==> config.mk <==
export PLATFORM = sky130hd
export DESIGN_NAME = sprite_frame_scheduler
export DESIGN_NICKNAME = d
export VERILOG_FILES = /design/src/rtl/sprite_frame_scheduler.sv
export SDC_FILE = /design/constraint.sdc
export NUM_CORES = 1
export LEC_CHECK = 0
export CAP_MARGIN = 20
export CORE_AREA = 2 2 161 179
export DETAILED_ROUTE_END_ITERATION = 6
export DIE_AREA = 0 0 163 181
export PLACE_DENSITY = 0.49
export SLEW_MARGIN = 10
export SYNTH_ARGS = -nofsm -noshare
export SYNTH_HDL_FRONTEND = slang
export SYNTH_SLANG_ARGS = --single-unit
==> constraint.sdc <==
create_clock -name clk -period 4.4 [get_ports clk]
set_clock_uncertainty 0.15 [all_clocks]
set_input_delay 0.88 -clock clk [delete_from_list [all_inputs] [get_ports clk]]
set_output_delay 0.88 -clock clk [all_outputs]
set_load 0.05 [all_outputs]
==> src/rtl/sprite_frame_scheduler.sv <==
// Frame sequencer for NUM_SPRITES sprites: erase/move/draw each sprite through a
// req/done handshake with the shared fill engine, then wait a programmable interval.
module sprite_frame_scheduler #(
  parameter int NUM_SPRITES  = 4,
  parameter int X_W          = 9,
  parameter int Y_W          = 8,
  parameter int X_MAX        = 316,
  parameter int Y_MAX        = 236,
  parameter int FRAME_CYCLES = 1100000,
  parameter int CNT_W        = 28
) (
  input  logic                           clk,
  input  logic                           reset,
  input  logic                           start,
  input  logic                           pause,
  input  logic                           up,
  input  logic                           down,
  input  logic                           left,
  input  logic                           right,
  input  logic                           ld_color,
  input  logic [$clog2(NUM_SPRITES)-1:0] color_sel,
  input  logic [2:0]                     color_in,
  output logic                           draw_req,
  output logic                           erase_req,
  input  logic                           op_done,
  output logic [$clog2(NUM_SPRITES)-1:0] spr_idx,
  output logic [X_W-1:0]                 spr_x,
  output logic [Y_W-1:0]                 spr_y,
  output logic [2:0]                     spr_color,
  output logic [X_W-1:0]                 p0_x,
  output logic [Y_W-1:0]                 p0_y,
  output logic [3:0]                     state_dbg
);

  localparam int IW = $clog2(NUM_SPRITES);
  localparam logic [X_W-1:0]   XMAX     = X_W'(X_MAX);
  localparam logic [Y_W-1:0]   YMAX     = Y_W'(Y_MAX);
  localparam logic [X_W-1:0]   X_ONE    = X_W'(1);
  localparam logic [Y_W-1:0]   Y_ONE    = Y_W'(1);
  localparam logic [IW-1:0]    LAST     = IW'(NUM_SPRITES - 1);
  localparam logic [CNT_W-1:0] CNT_LAST = CNT_W'(FRAME_CYCLES - 1);

  typedef enum logic [3:0] {
    S_IDLE      = 4'd0,
    S_INIT_DRAW = 4'd1,
    S_WAIT      = 4'd2,
    S_ERASE     = 4'd3,
    S_MOVE      = 4'd4,
    S_DRAW      = 4'd5,
    S_NEXT      = 4'd6
  } state_t;

  state_t                 state_q;
  logic                   draw_req_q, erase_req_q;
  logic [IW-1:0]          idx_q;
  logic [CNT_W-1:0]       cnt_q;
  logic [X_W-1:0]         x_q [NUM_SPRITES];
  logic [Y_W-1:0]         y_q [NUM_SPRITES];
  logic [NUM_SPRITES-1:0] h_q, v_q;
  logic [2:0]             col_q [NUM_SPRITES];
  logic                   pend_q;
  logic [IW-1:0]          pend_sel_q;
  logic [2:0]             pend_col_q;

  logic [X_W-1:0] x_cur, x_d;
  logic [Y_W-1:0] y_cur, y_d;
  logic           h_cur, v_cur, h_d, v_d;

  assign x_cur = x_q[idx_q];
  assign y_cur = y_q[idx_q];
  assign h_cur = h_q[idx_q];
  assign v_cur = v_q[idx_q];

  // Next position of the sprite under service; only committed in MOVE.
  always_comb begin
    x_d = x_cur;
    y_d = y_cur;
    h_d = h_cur;
    v_d = v_cur;
    if (idx_q == '0) begin
      if (up)         y_d = (y_cur == '0)   ? YMAX : y_cur - Y_ONE;
      else if (down)  y_d = (y_cur == YMAX) ? '0   : y_cur + Y_ONE;
      else if (left)  x_d = (x_cur == '0)   ? XMAX : x_cur - X_ONE;
      else if (right) x_d = (x_cur == XMAX) ? '0   : x_cur + X_ONE;
    end else begin
      if (h_cur) begin
        if (x_cur == XMAX) begin h_d = 1'b0; x_d = XMAX - X_ONE; end
        else x_d = x_cur + X_ONE;
      end else begin
        if (x_cur == '0) begin h_d = 1'b1; x_d = X_ONE; end
        else x_d = x_cur - X_ONE;
      end
      if (v_cur) begin
        if (y_cur == YMAX) begin v_d = 1'b0; y_d = YMAX - Y_ONE; end
        else y_d = y_cur + Y_ONE;
      end else begin
        if (y_cur == '0) begin v_d = 1'b1; y_d = Y_ONE; end
        else y_d = y_cur - Y_ONE;
      end
    end
  end

  always_ff @(posedge clk or posedge reset) begin
    if (reset) begin
      state_q     <= S_IDLE;
      draw_req_q  <= 1'b0;
      erase_req_q <= 1'b0;
      idx_q       <= '0;
      cnt_q       <= '0;
      h_q         <= '1;
      v_q         <= '1;
      for (int i = 0; i < NUM_SPRITES; i++) begin
        x_q[i] <= X_W'(16 * i);
        y_q[i] <= Y_W'(8 * i);
      end
    end else begin
      case (state_q)
        S_IDLE: if (start) begin
          state_q    <= S_INIT_DRAW;
          idx_q      <= '0;
          draw_req_q <= 1'b1;
        end
        // Request drops for one cycle between consecutive initial draws.
        S_INIT_DRAW: if (draw_req_q && op_done) begin
          draw_req_q <= 1'b0;
          if (idx_q == LAST) begin
            state_q <= S_WAIT;
            cnt_q   <= '0;
          end else begin
            idx_q <= idx_q + IW'(1);
          end
        end else begin
          draw_req_q <= 1'b1;
        end
        S_WAIT: if (!pause) begin
          if (cnt_q == CNT_LAST) begin
            state_q     <= S_ERASE;
            idx_q       <= '0;
            erase_req_q <= 1'b1;
          end else begin
            cnt_q <= cnt_q + CNT_W'(1);
          end
        end
        S_ERASE: if (erase_req_q && op_done) begin
          erase_req_q <= 1'b0;
          state_q     <= S_MOVE;
        end
        S_MOVE: begin
          x_q[idx_q] <= x_d;
          y_q[idx_q] <= y_d;
          h_q[idx_q] <= h_d;
          v_q[idx_q] <= v_d;
          state_q    <= S_DRAW;
          draw_req_q <= 1'b1;
        end
        S_DRAW: if (draw_req_q && op_done) begin
          draw_req_q <= 1'b0;
          state_q    <= S_NEXT;
        end
        S_NEXT: if (idx_q == LAST) begin
          state_q <= S_WAIT;
          cnt_q   <= '0;
        end else begin
          idx_q       <= idx_q + IW'(1);
          state_q     <= S_ERASE;
          erase_req_q <= 1'b1;
        end
        default: begin
          state_q     <= S_IDLE;
          draw_req_q  <= 1'b0;
          erase_req_q <= 1'b0;
        end
      endcase
    end
  end

  // A colour load aimed at the sprite under an open request is parked until op_done.
  logic busy, ld_ok, ld_block, pend_block;
  assign busy       = (draw_req_q | erase_req_q) & ~op_done;
  assign ld_ok      = ld_color && (int'(color_sel) < NUM_SPRITES);
  assign ld_block   = busy && (color_sel == idx_q);
  assign pend_block = busy && (pend_sel_q == idx_q);

  always_ff @(posedge clk or posedge reset) begin
    if (reset) begin
      pend_q     <= 1'b0;
      pend_sel_q <= '0;
      pend_col_q <= '0;
      for (int i = 0; i < NUM_SPRITES; i++)
        col_q[i] <= (i == 0) ? 3'b111 : 3'b100;
    end else begin
      if (pend_q && !pend_block) begin
        col_q[pend_sel_q] <= pend_col_q;
        pend_q            <= 1'b0;
      end
      if (ld_ok) begin
        if (ld_block) begin
          pend_q     <= 1'b1;
          pend_sel_q <= color_sel;
          pend_col_q <= color_in;
        end else begin
          col_q[color_sel] <= color_in;
        end
      end
    end
  end

  assign draw_req  = draw_req_q;
  assign erase_req = erase_req_q;
  assign spr_idx   = idx_q;
  assign spr_x     = x_cur;
  assign spr_y     = y_cur;
  assign spr_color = col_q[idx_q];
  assign p0_x      = x_q[0];
  assign p0_y      = y_q[0];
  assign state_dbg = state_q;

endmodule

== After elaboration in Yosys (flattened, before gate mapping) ==
Index checks and enable logic that the tools add are counted.

* RAM bits: 0
* Bits of input ports: 15
* Memories kept: 0
* Memory bits (read-only): 0
* Output and inout port bits: 45
* Logic and storage cells: 179
* Register bits after elaboration: 130
* Latch bits: 0

* Add/subtract/negate cells: 6
* Bitwise operators: 8
* Multiply operators: 0
* Reductions and logical operators: 24
* $lt $le $gt $ge: 8
* Equal/unequal tests: 21
* Divide/modulo/power cells: 0
* Shift operators: 0
* Mux-type cells: 90

{| class="wikitable"
|+ Operators by type and width
! kind !! number
|-
| two-way mux 9 bit || 13
|-
| two-way mux 28 bit || 4
|-
| two-way mux 8 bit || 11
|-
| one-hot mux 28 bit (3 select lines) || 1
|-
| bitwise mux 36 bit || 1
|-
| two-way mux 12 bit || 3
|-
| bitwise mux 32 bit || 1
|-
| adder 28 x 1 -> 28 bit, second input constant || 1
|-
| == test 28 x 21 -> 1 bit, second input constant || 1
|-
| two-way mux 4 bit || 7
|-
| one-hot mux 4 bit (7 select lines) || 1
|-
| bitwise mux 12 bit || 2
|-
| two-way mux 1 bit || 22
|-
| binary-select mux 9 bit (select 2 bit) || 1
|-
| demux 9 bit (select 2 bit) || 1
|-
| != test 2 bit, second input constant || 9
|-
| binary-select mux 8 bit (select 2 bit) || 1
|-
| demux 8 bit (select 2 bit) || 1
|-
| demux 3 bit (select 2 bit) || 2
|-
| == test 4 x 3 -> 1 bit, second input constant || 3
|-
| two-way mux 3 bit || 4
|-
| two-way mux 2 bit || 5
|-
| AND reduction 5 bit || 2
|-
| adder 9 x 1 -> 9 bit, second input constant || 1
|-
| 39 further kinds || 59
|}

== Longest topological paths before layout ==
Gate-level depths: netlist of the first run.

* Word-level depth: 12
* Gate-level depth with buffers: 14
* Depth with buffers taken out: 10

== Worst setup path before layout of the first run ==
Ideal clock, no wire load.

* Path kind: flip-flop to flip-flop
* Start: register idx_q[0], in the netlist spr_idx[0]
* End: register y_q[14] (netlist name)
* Arrival time: 3.463 ns
* Stages on the path, launching flop included: 13
* Setup slack: 0.653 ns
* Cell sequence: dfrtp_1 -> buf_6 -> buf_8 -> buf_6 -> mux4_2 -> inv_1 -> ha_1 -> nand4_1 -> nor3_1 -> o21ai_0 -> a211o_1 -> o211ai_1 -> o21ai_0

* Word-level cells in the longest chain between the ends: 10
* Elaborated cells on any way between the ends: 25
* Those cells by class: add/sub: 2; order compare: 2; eq/ne: 1; mux: 16; bitwise: 1; reduce/logical: 3

{| class="wikitable"
|+ RTL lines
! item !! line !! RTL
|-
| start: declaration || 55 || <nowiki>logic [IW-1:0] idx_q;</nowiki>
|-
| start signal: assignment || 130 || <nowiki>idx_q <= idx_q + IW'(1);</nowiki>
|-
| start signal: assignment || 164 || <nowiki>idx_q <= idx_q + IW'(1);</nowiki>
|-
| NOT 2 -> 3 bit (not written as such) (*) || 70 || <nowiki>assign y_cur = y_q[idx_q];</nowiki>
|-
| binary-select mux 8 bit (select 2 bit) (*) || 70 ||
|-
| two-way mux 8 bit (not written as such) (*) (2 in a row) || 70 ||
|-
| net spr_y[0] || 28 || <nowiki>output logic [Y_W-1:0] spr_y,</nowiki>
|-
| adder 8 x 1 -> 8 bit or == test 8 bit (tied branches) || 82, 95, 94 ||
|-
| two-way mux 8 bit (2 in a row) || 82 || <nowiki>else if (down) y_d = (y_cur == YMAX) ? '0 : y_cur + Y_ONE;</nowiki>
|-
| two-way mux 8 bit || 81 || <nowiki>if (up) y_d = (y_cur == '0) ? YMAX : y_cur - Y_ONE;</nowiki>
|-
| two-way mux 8 bit (*) || 80 || <nowiki>if (idx_q == '0) begin</nowiki>
|-
| bitwise mux 32 bit (*) || 150 || <nowiki>y_q[idx_q] <= y_d;</nowiki>
|-
| end signal: indexed assignment || 114 || <nowiki>y_q[i] <= Y_W'(8 * i);</nowiki>
|-
| end signal: indexed assignment || 150 ||
|-
| end: declaration || 58 || <nowiki>logic [Y_W-1:0] y_q [NUM_SPRITES];</nowiki>
|}

Mark *: on every way through the listed nets, which the timed path passes. The rest lies on a longest branch. The select of a mux whose other input is x is not followed.
A chain may end at the register's enable or synchronous reset.

== Worst setup path in the final report of the first run ==
* Start: register idx_q[0], in the netlist spr_idx[0]
* End: output port spr_y[2]

* Word-level cells in the longest chain between the ends: 4

{| class="wikitable"
|+ RTL lines
! item !! line
|-
| NOT 2 -> 3 bit (not written as such) || 70
|-
| binary-select mux 8 bit (select 2 bit) || 70
|-
| two-way mux 8 bit (not written as such) (2 in a row) || 70
|-
| end: declaration || 28
|}

Every way passes these cells. The select of a mux whose other input is x is not followed.

==> summary.md, run 1 <==
| Metric | Value |
|---|---|
| Die width | 163 um |
| CTS tree | done |
| Mean routed wirelength per cell | 17.4 um |
| Detailed placement HPWL | between 15 and 20 mm |
| H-tree depth | 4 |
| Max-cap violation count | 0 |
| Post-CTS Hold Buffers | 0 |
| Bufs and invs on worst path | 2 |
| Largest stage delay, worst path | 0.77 ns |
| Die area | 29500 sq um |
| Setup TNS | 0 ns |
| Worst path slowest cell | clkdlybuf4s50_1 |
| Post-Syn Nets | 931 |
| Worst-case reg-to-reg path depth | 9 |
| Hold Startpoint | x_q[4]$_DFFE_PP1P_ |
| Syn Std Cell Area | 8210 sq um |
| EDFF count, synth | 0 |
| CORE AREA | 27600 sq um |
| Layout area overhead | 16.3% |
| Peak supply drop | around 330 uV |
| Headroom to the max-slew limit | between 40 and 50% |
| RR Endpoint | y_q[14]$_DFFE_PP0P_ |
| Outcome | complete, no violations |
| Unique cell type count in the Yosys netlist | 82 |
| Post-Syn Instances | 905 |
| Post-route DRC | 0 |
| Layout cell share with drive strength beyond 1 | 14.1% |
| Vias | 6863 |
| I/O Buffers | 58 |
| Slew @ Worst Pin | 0.876 ns |
| Nets | between 900 and 1000 |
| CP Launch Type | flip-flop |
| Critical Path End Type | output port |
| Post-DRT Antenna Nets | 0 |
| Die Y | 181 um |
| Postcts setup bufs | 0 |
| Vias/cell | 5.27 |
| Final Power | between 6 and 7 mW |
| Worst-path cell chain | buf_4 > mux4_2 > clkdlybuf4s50_1 |
| Ant diodes | 0 |
| Part of the cycle the worst path needs | 93.1% |
| Resize count post-CTS | 0 |
| Critical path type | reg2out |
| Commonest cells after routing, fill and taps aside | 113 x nand2_1, 105 x dfrtp_1, 88 x nor2_1, 81 x o21ai_0, 58 x clkdlybuf4s50_1 |
| Ys Warns | 0 |
| Mean post-synth cell area | 9.08 sq um |
| Final Slew Violations | 0 |
| Global Route Usage Sum | 16.1% |
| Initial DRC Count | 565 |
| Share of the yosys chip area belonging to registers | between 30% and 40% |
| Largest net degree at the start of global routing | 52 |
| Antenna violations before repair | 0 |
| Overflow after GRT | 0 |
| Reg2reg setup slack | between 0.6 and 0.7 ns |
| Final wirelength | ~23 mm |
| Initial Utilization | 29.7% |
| Post-route minimum period | 4.10 ns |
| Reg2reg start | spr_idx[0]$_DFFE_PP0P_ |
| I/O pins | 60 |
| Gpl congestion | roughly 0.8 |
| RSZ-0062 raised after global routing | false |
| Clock Latency Late Sink | 0.41 ns |
| Asr flop ratio synth | 100% |
| Hold violation total from the final report | 0 |
| Endpoint, Worst Hold | x_q[4]$_DFFE_PP1P_ |
| Pwr Density | 724 nW/um^2 |
| CTS clk-pin slew, worst paths | 0.06 ns |
| Arr. time, crit path | 3.07 ns |
| Delay-heaviest family, CP | buffers and inverters |
| Largest fanout on the critical path | 19 |
| Commonest non-fill, non-tap cell in the layout | nand2_1 |
| 1st-pass router iterations | 5 |
| First-pass GRT wire length | roughly 38 mm |
| Top_reg_cell synth | dfrtp_1 |
| Leak | 3.77 nW |
| Worst hold path type | reg2reg |
| Worst Path Required | 3.37 ns |
| Num rows | 64 |
| Vias in the first global route | 6745 |
| Root buf cell | clkbuf_16 |
| Total CTS buffers | 17 |
| Yosys reg bits | 129 |
| Worst hold stages | 2 |
| Clock sink count | 129 |
| # setup viols final | 0 |
| Fmax | 244 MHz |
| CTS Buffer Depth | 2 |
## routing by layer
| layer | up-vias | part of all wire (%) | track usage (%) |
|---|---|---|---|
| met5 | - | 0 | 0 |
| li1 | 3293 | - | - |
| met3 | 22 | 4.7 | 2.78 |
| met4 | 0 | 1.6 | 4.39 |
| met2 | 177 | 45 | 24.6 |
| met1 | 3371 | 49 | 23.5 |
## per-stage QoR
step / cells / cell area (sq um) / setup slack [ns] / hold slack, ns / utilization [%]
2_1_floorplan: 905 / 8220 / 0.653 / 0.293 / -
3_3_place_gp: 1270 / 9020 / 0.721 / 0.306 / 32.6
3_5_place_dp: 1270 / 9020 / 0.658 / 0.311 / 32.6
4_1_cts: 1302 / 9550 / 0.242 / 0.319 / 34.6
5_1_grt: 1302 / 9550 / 0.161 / 0.340 / 34.6
6_report: 1302 / 9550 / 0.304 / 0.318 / 34.6
## worst reg2reg max path: stages (launching register included)
cell and delay (ns):
dfrtp_2 0.72, mux4_2 0.71, inv_1 0.21, ha_1 0.26, nand4_1 0.18, nor3_1 0.60, o21ai_0 0.21, a211o_1 0.33
o211ai_1 0.15, o21ai_0 0.12
## logic make-up after synthesis
family / Yosys count / synth area share [%]
AO/OA/AOI/OAI: 218 / 16.6
XOR/XNOR: 39 / 4.16
adder cells (fa/ha/maj): 11 / 1.68
buffers and inverters: 102 / 6.14
flip-flops: 129 / 39.6
multiplexers: 56 / 10.5
other: 1 / 0.0457
AND/OR/NAND/NOR: 349 / 21.3
## where the power goes
group	total, mW	internal, mW	leakage (nW)	switching, mW
registers	1.83	1.51	1.44	0.318
clock network	1.29	0.771	0.257	0.517
logic	3.79	1.37	2.07	2.42
total	6.91	3.65	3.77	3.26
## registers in the layout, indices dropped and copies added, names as in the netlist, 4 cells and up
register	cells
h_q	4
p0_y	8
cnt_q	28
col_q	12
y_q	24
p0_x	9
v_q	4
x_q	27
## cell usage after synthesis, types with 11 or more instances
cell type	number	area, sq um
nand4_1	13	81.3
o21ai_0	81	405
or3_1	12	75.1
clkbuf_1	42	158
dfstp_2	22	578
nand2_1	113	424
mux4_2	20	450
xnor2_1	23	201
nor3_1	26	130
a21oi_1	48	240
mux2i_1	19	190
a31oi_1	14	87.6
dfrtp_1	107	2680
buf_4	22	165
nand3_1	27	135
ha_1	11	138
inv_1	24	90.1
xor2_1	16	140
mux2_2	14	158
nor2_1	88	330
## cell type report
| type | instances | area, sq um |
|---|---|---|
| clock buffers | 21 | 440 |
| clock inverters | 11 | 91.3 |
| fillers | 2864 | 18100 |
| inverters | 25 | 100 |
| multi-input cells | 674 | 4450 |
| flip-flops and latches | 129 | 3260 |
| well taps | 363 | 454 |
| repair buffers | 79 | 751 |
## how the worst max path moves through the flow
stage                           start                   to  slack [ns]  cells after the start
2_1_floorplan  spr_idx[0]$_DFFE_PP0P_  y_q[14]$_DFFE_PP0P_        0.65                     12
3_3_place_gp   spr_idx[0]$_DFFE_PP0P_  y_q[22]$_DFFE_PP0P_        0.72                      9
3_5_place_dp   spr_idx[0]$_DFFE_PP0P_  y_q[14]$_DFFE_PP0P_        0.66                      9
4_1_cts        spr_idx[0]$_DFFE_PP0P_             spr_y[2]        0.24                      3
5_1_grt        spr_idx[0]$_DFFE_PP0P_             spr_y[2]        0.16                      3
6_report       spr_idx[0]$_DFFE_PP0P_             spr_y[2]        0.30                      3
Note: power is estimated with default switching activity, not from simulation.
==> inputs of run 2 (changes only) <==
--- a/config.mk
+++ b/config.mk
@@ -6,10 +6,10 @@
 export NUM_CORES = 1
 export LEC_CHECK = 0
 export CAP_MARGIN = 20
-export CORE_AREA = 2 2 161 179
+export CORE_AREA = 2 2 121 135
 export DETAILED_ROUTE_END_ITERATION = 6
-export DIE_AREA = 0 0 163 181
-export PLACE_DENSITY = 0.49
+export DIE_AREA = 0 0 123 137
+export PLACE_DENSITY = 0.77
 export SLEW_MARGIN = 10
 export SYNTH_ARGS = -nofsm -noshare
 export SYNTH_HDL_FRONTEND = slang
==> summary.md, run 2 (synthesized netlist as in run 1, its figures left out) <==
| Metric | Value |
|---|---|
| Outcome | complete, no violations |
| Largest stage delay, worst path | 0.88 ns |
| Die Y | 137 um |
| Commonest cells after routing, fill and taps aside | 113 x nand2_1, 106 x dfrtp_1, 88 x nor2_1, 81 x o21ai_0, 58 x clkdlybuf4s50_1 |
| Vias | around 7000 |
| Overflow after GRT | 0 |
| Layout cell share with drive strength beyond 1 | 13.1% |
| Final wirelength | 20.6 mm |
| Max reg flops | 28 |
| Footprint of the multi-input gates | 4450 sq um |
| Total CTS buffers | 17 |
| Num rows | 48 |
| CP endpoint | spr_y[4] |
| Fmax | 247 MHz |
| H-tree depth | 4 |
| Die width | 123 um |
| Global Route Usage Sum | 25.9% |
| Hold violation total from the final report | 0 |
| CTS Buffer Depth | 2 |
| Resize count post-CTS | 0 |
| CTS tree | done |
| Reg2reg setup slack | 0.50 ns |
| CP Launch Type | flip-flop |
| CTS clk-pin slew, worst paths | 0.05 ns |
| Commonest non-fill, non-tap cell in the layout | nand2_1 |
| Detailed placement HPWL | about 14 mm |
| Antenna violations before repair | 0 |
| Worst Path Required | 3.37 ns |
| Mean routed wirelength per cell | 18.2 um |
| Cells after DPL | 1100 |
| Largest regs | cnt_q (28), x_q (27), y_q (24) |
| Headroom to the max-slew limit | 43.4% |
| Part of the cycle the worst path needs | 92.2% |
| Worst hold stages | 2 |
| Worst hold path type | reg2reg |
| # setup viols final | 0 |
| Post-CTS Hold Buffers | 0 |
| 1st-pass router iterations | 6 |
| Arr. time, crit path | between 3 and 4 ns |
| Layout fillers | 1316 |
| Vias in the first global route | 6613 |
| Largest fanout on the critical path | 21 |
| Pwr Density | 749 nW/um^2 |
| Non-Filler Instances | ~1100 |
| Post-route DRC | 0 |
| Ant diodes | 0 |
| Initial Utilization | between 50 and 60% |
| Initial DRC Count | 746 |
| Layout area overhead | 13.5% |
| Peak supply drop | around 340 uV |
| Critical Path End Type | output port |
| Clock sink count | 129 |
| Setup TNS | 0 ns |
| Postcts setup bufs | 0 |
| Gpl congestion | 0.937 |
| Final Slew Violations | 0 |
| CORE AREA | 15500 sq um |
| I/O pins | 60 |
| First-pass GRT wire length | between 30 and 40 mm |
| RR Endpoint | y_q[14]$_DFFE_PP0P_ |
| Largest net degree at the start of global routing | 95 |
| Nets | approximately 950 |
| Slew @ Worst Pin | between 0.8 and 0.9 ns |
| Leak | 3.76 nW |
| Die area | between 15000 and 20000 sq um |
| Critical path type | reg2out |
| Worst-case reg-to-reg path depth | 10 |
| RSZ-0062 raised after global routing | false |
| Reg2reg start | spr_idx[1]$_DFFE_PP0P_ |
| I/O Buffers | 58 |
| Max-cap violation count | 0 |
| Bufs and invs on worst path | 2 |
| Clock Latency Late Sink | between 0.4 and 0.5 ns |
| Worst-path cell chain | buf_4 > mux4_2 > clkdlybuf4s50_1 |
| Largest Register | cnt_q |
| FF+latch area | about 3300 sq um |
| Delay-heaviest family, CP | buffers and inverters |
| Post-route minimum period | roughly 4.1 ns |
| Crit path from | spr_idx[1]$_DFFE_PP0P_ |
| Worst path slowest cell | clkdlybuf4s50_1 |
| Hold Startpoint | x_q[4]$_DFFE_PP1P_ |
| Post-DRT Antenna Nets | 0 |
| Vias/cell | 6.17 |
| Root buf cell | clkbuf_16 |
| Cell depth of the worst setup path | 3 |
run 2: changes by cell type in the layout (fill, tap and decap cells not counted), moves of 2 or more:
| cell | before | now |
|---|---|---|
| buf_4 | 20 | 13 |
| clkbuf_8 | 0 | 3 |
| clkinvlp_4 | 4 | 1 |
| clkinv_2 | 6 | 4 |
run 2: worst min-delay path by stage:
stage / to / slack [ns]
2_1_floorplan: y_q[10]$_DFFE_PP0P_ / 0.29
3_3_place_gp: x_q[4]$_DFFE_PP1P_ / 0.31
3_5_place_dp: x_q[4]$_DFFE_PP1P_ / 0.30
4_1_cts: x_q[4]$_DFFE_PP1P_ / 0.31
5_1_grt: x_q[4]$_DFFE_PP1P_ / 0.33
6_report: x_q[4]$_DFFE_PP1P_ / 0.31
run 2: cell type report:
type | count | share of cell area [%]
clock buffers | 25 | 5.21
clock inverters | 6 | 0.859
inverters | 25 | 1.07
multi-input cells | 674 | 47.8
flip-flops and latches | 129 | 34.9
well taps | 200 | 2.68
repair buffers | 72 | 7.49
run 2: stage by stage:
| stage | setup slack (ns) | utilization, % | power (mW) | hold slack (ns) | instance area (sq um) |
|---|---|---|---|---|---|
| 6_report | 0.343 | 60.2 | 6.98 | 0.311 | 9330 |
| 3_3_place_gp | 0.662 | 56.5 | 5.51 | 0.306 | 8760 |
| 5_1_grt | 0.194 | 60.2 | 7.38 | 0.332 | 9330 |
| 4_1_cts | 0.341 | 60.2 | 6.96 | 0.312 | 9330 |
| 3_5_place_dp | 0.567 | 56.5 | 5.57 | 0.304 | 8760 |
| 2_1_floorplan | 0.653 | - | 4.72 | 0.293 | 8220 |
run 2: metal layers:
metal	part of all wire, %	up-vias	wire length (um)	track usage (%)
li1	-	3281	-	-
met5	0	-	0	0
met1	45	3348	9190	36.8
met4	2.0	0	418	8.33
met3	7.3	39	1510	6.25
met2	46	310	9450	39.2
run 2: power by group:
group	internal, mW	switching [mW]
registers	1.52	0.316
clock network	0.871	0.486
logic	1.36	2.43
run 2: worst reg2reg max path: stages, from the launching register on:
cell      delay, ns
dfrtp_1        0.76
buf_4          0.44
mux4_2         0.46
inv_1          0.21
ha_1           0.25
nand4_1        0.17
nor3_1         0.52
o21ai_0        0.18
a211o_1        0.34
o211ai_1       0.14
o21ai_0        0.11
==> inputs of run 3 (changes only) <==
--- a/config.mk
+++ b/config.mk
@@ -10,7 +10,6 @@
 export DETAILED_ROUTE_END_ITERATION = 6
 export DIE_AREA = 0 0 123 137
 export PLACE_DENSITY = 0.77
-export SLEW_MARGIN = 10
 export SYNTH_ARGS = -nofsm -noshare
 export SYNTH_HDL_FRONTEND = slang
 export SYNTH_SLANG_ARGS = --single-unit
==> results of run 3 <==
Final layout, timing and power as in run 2 (identical DEF).
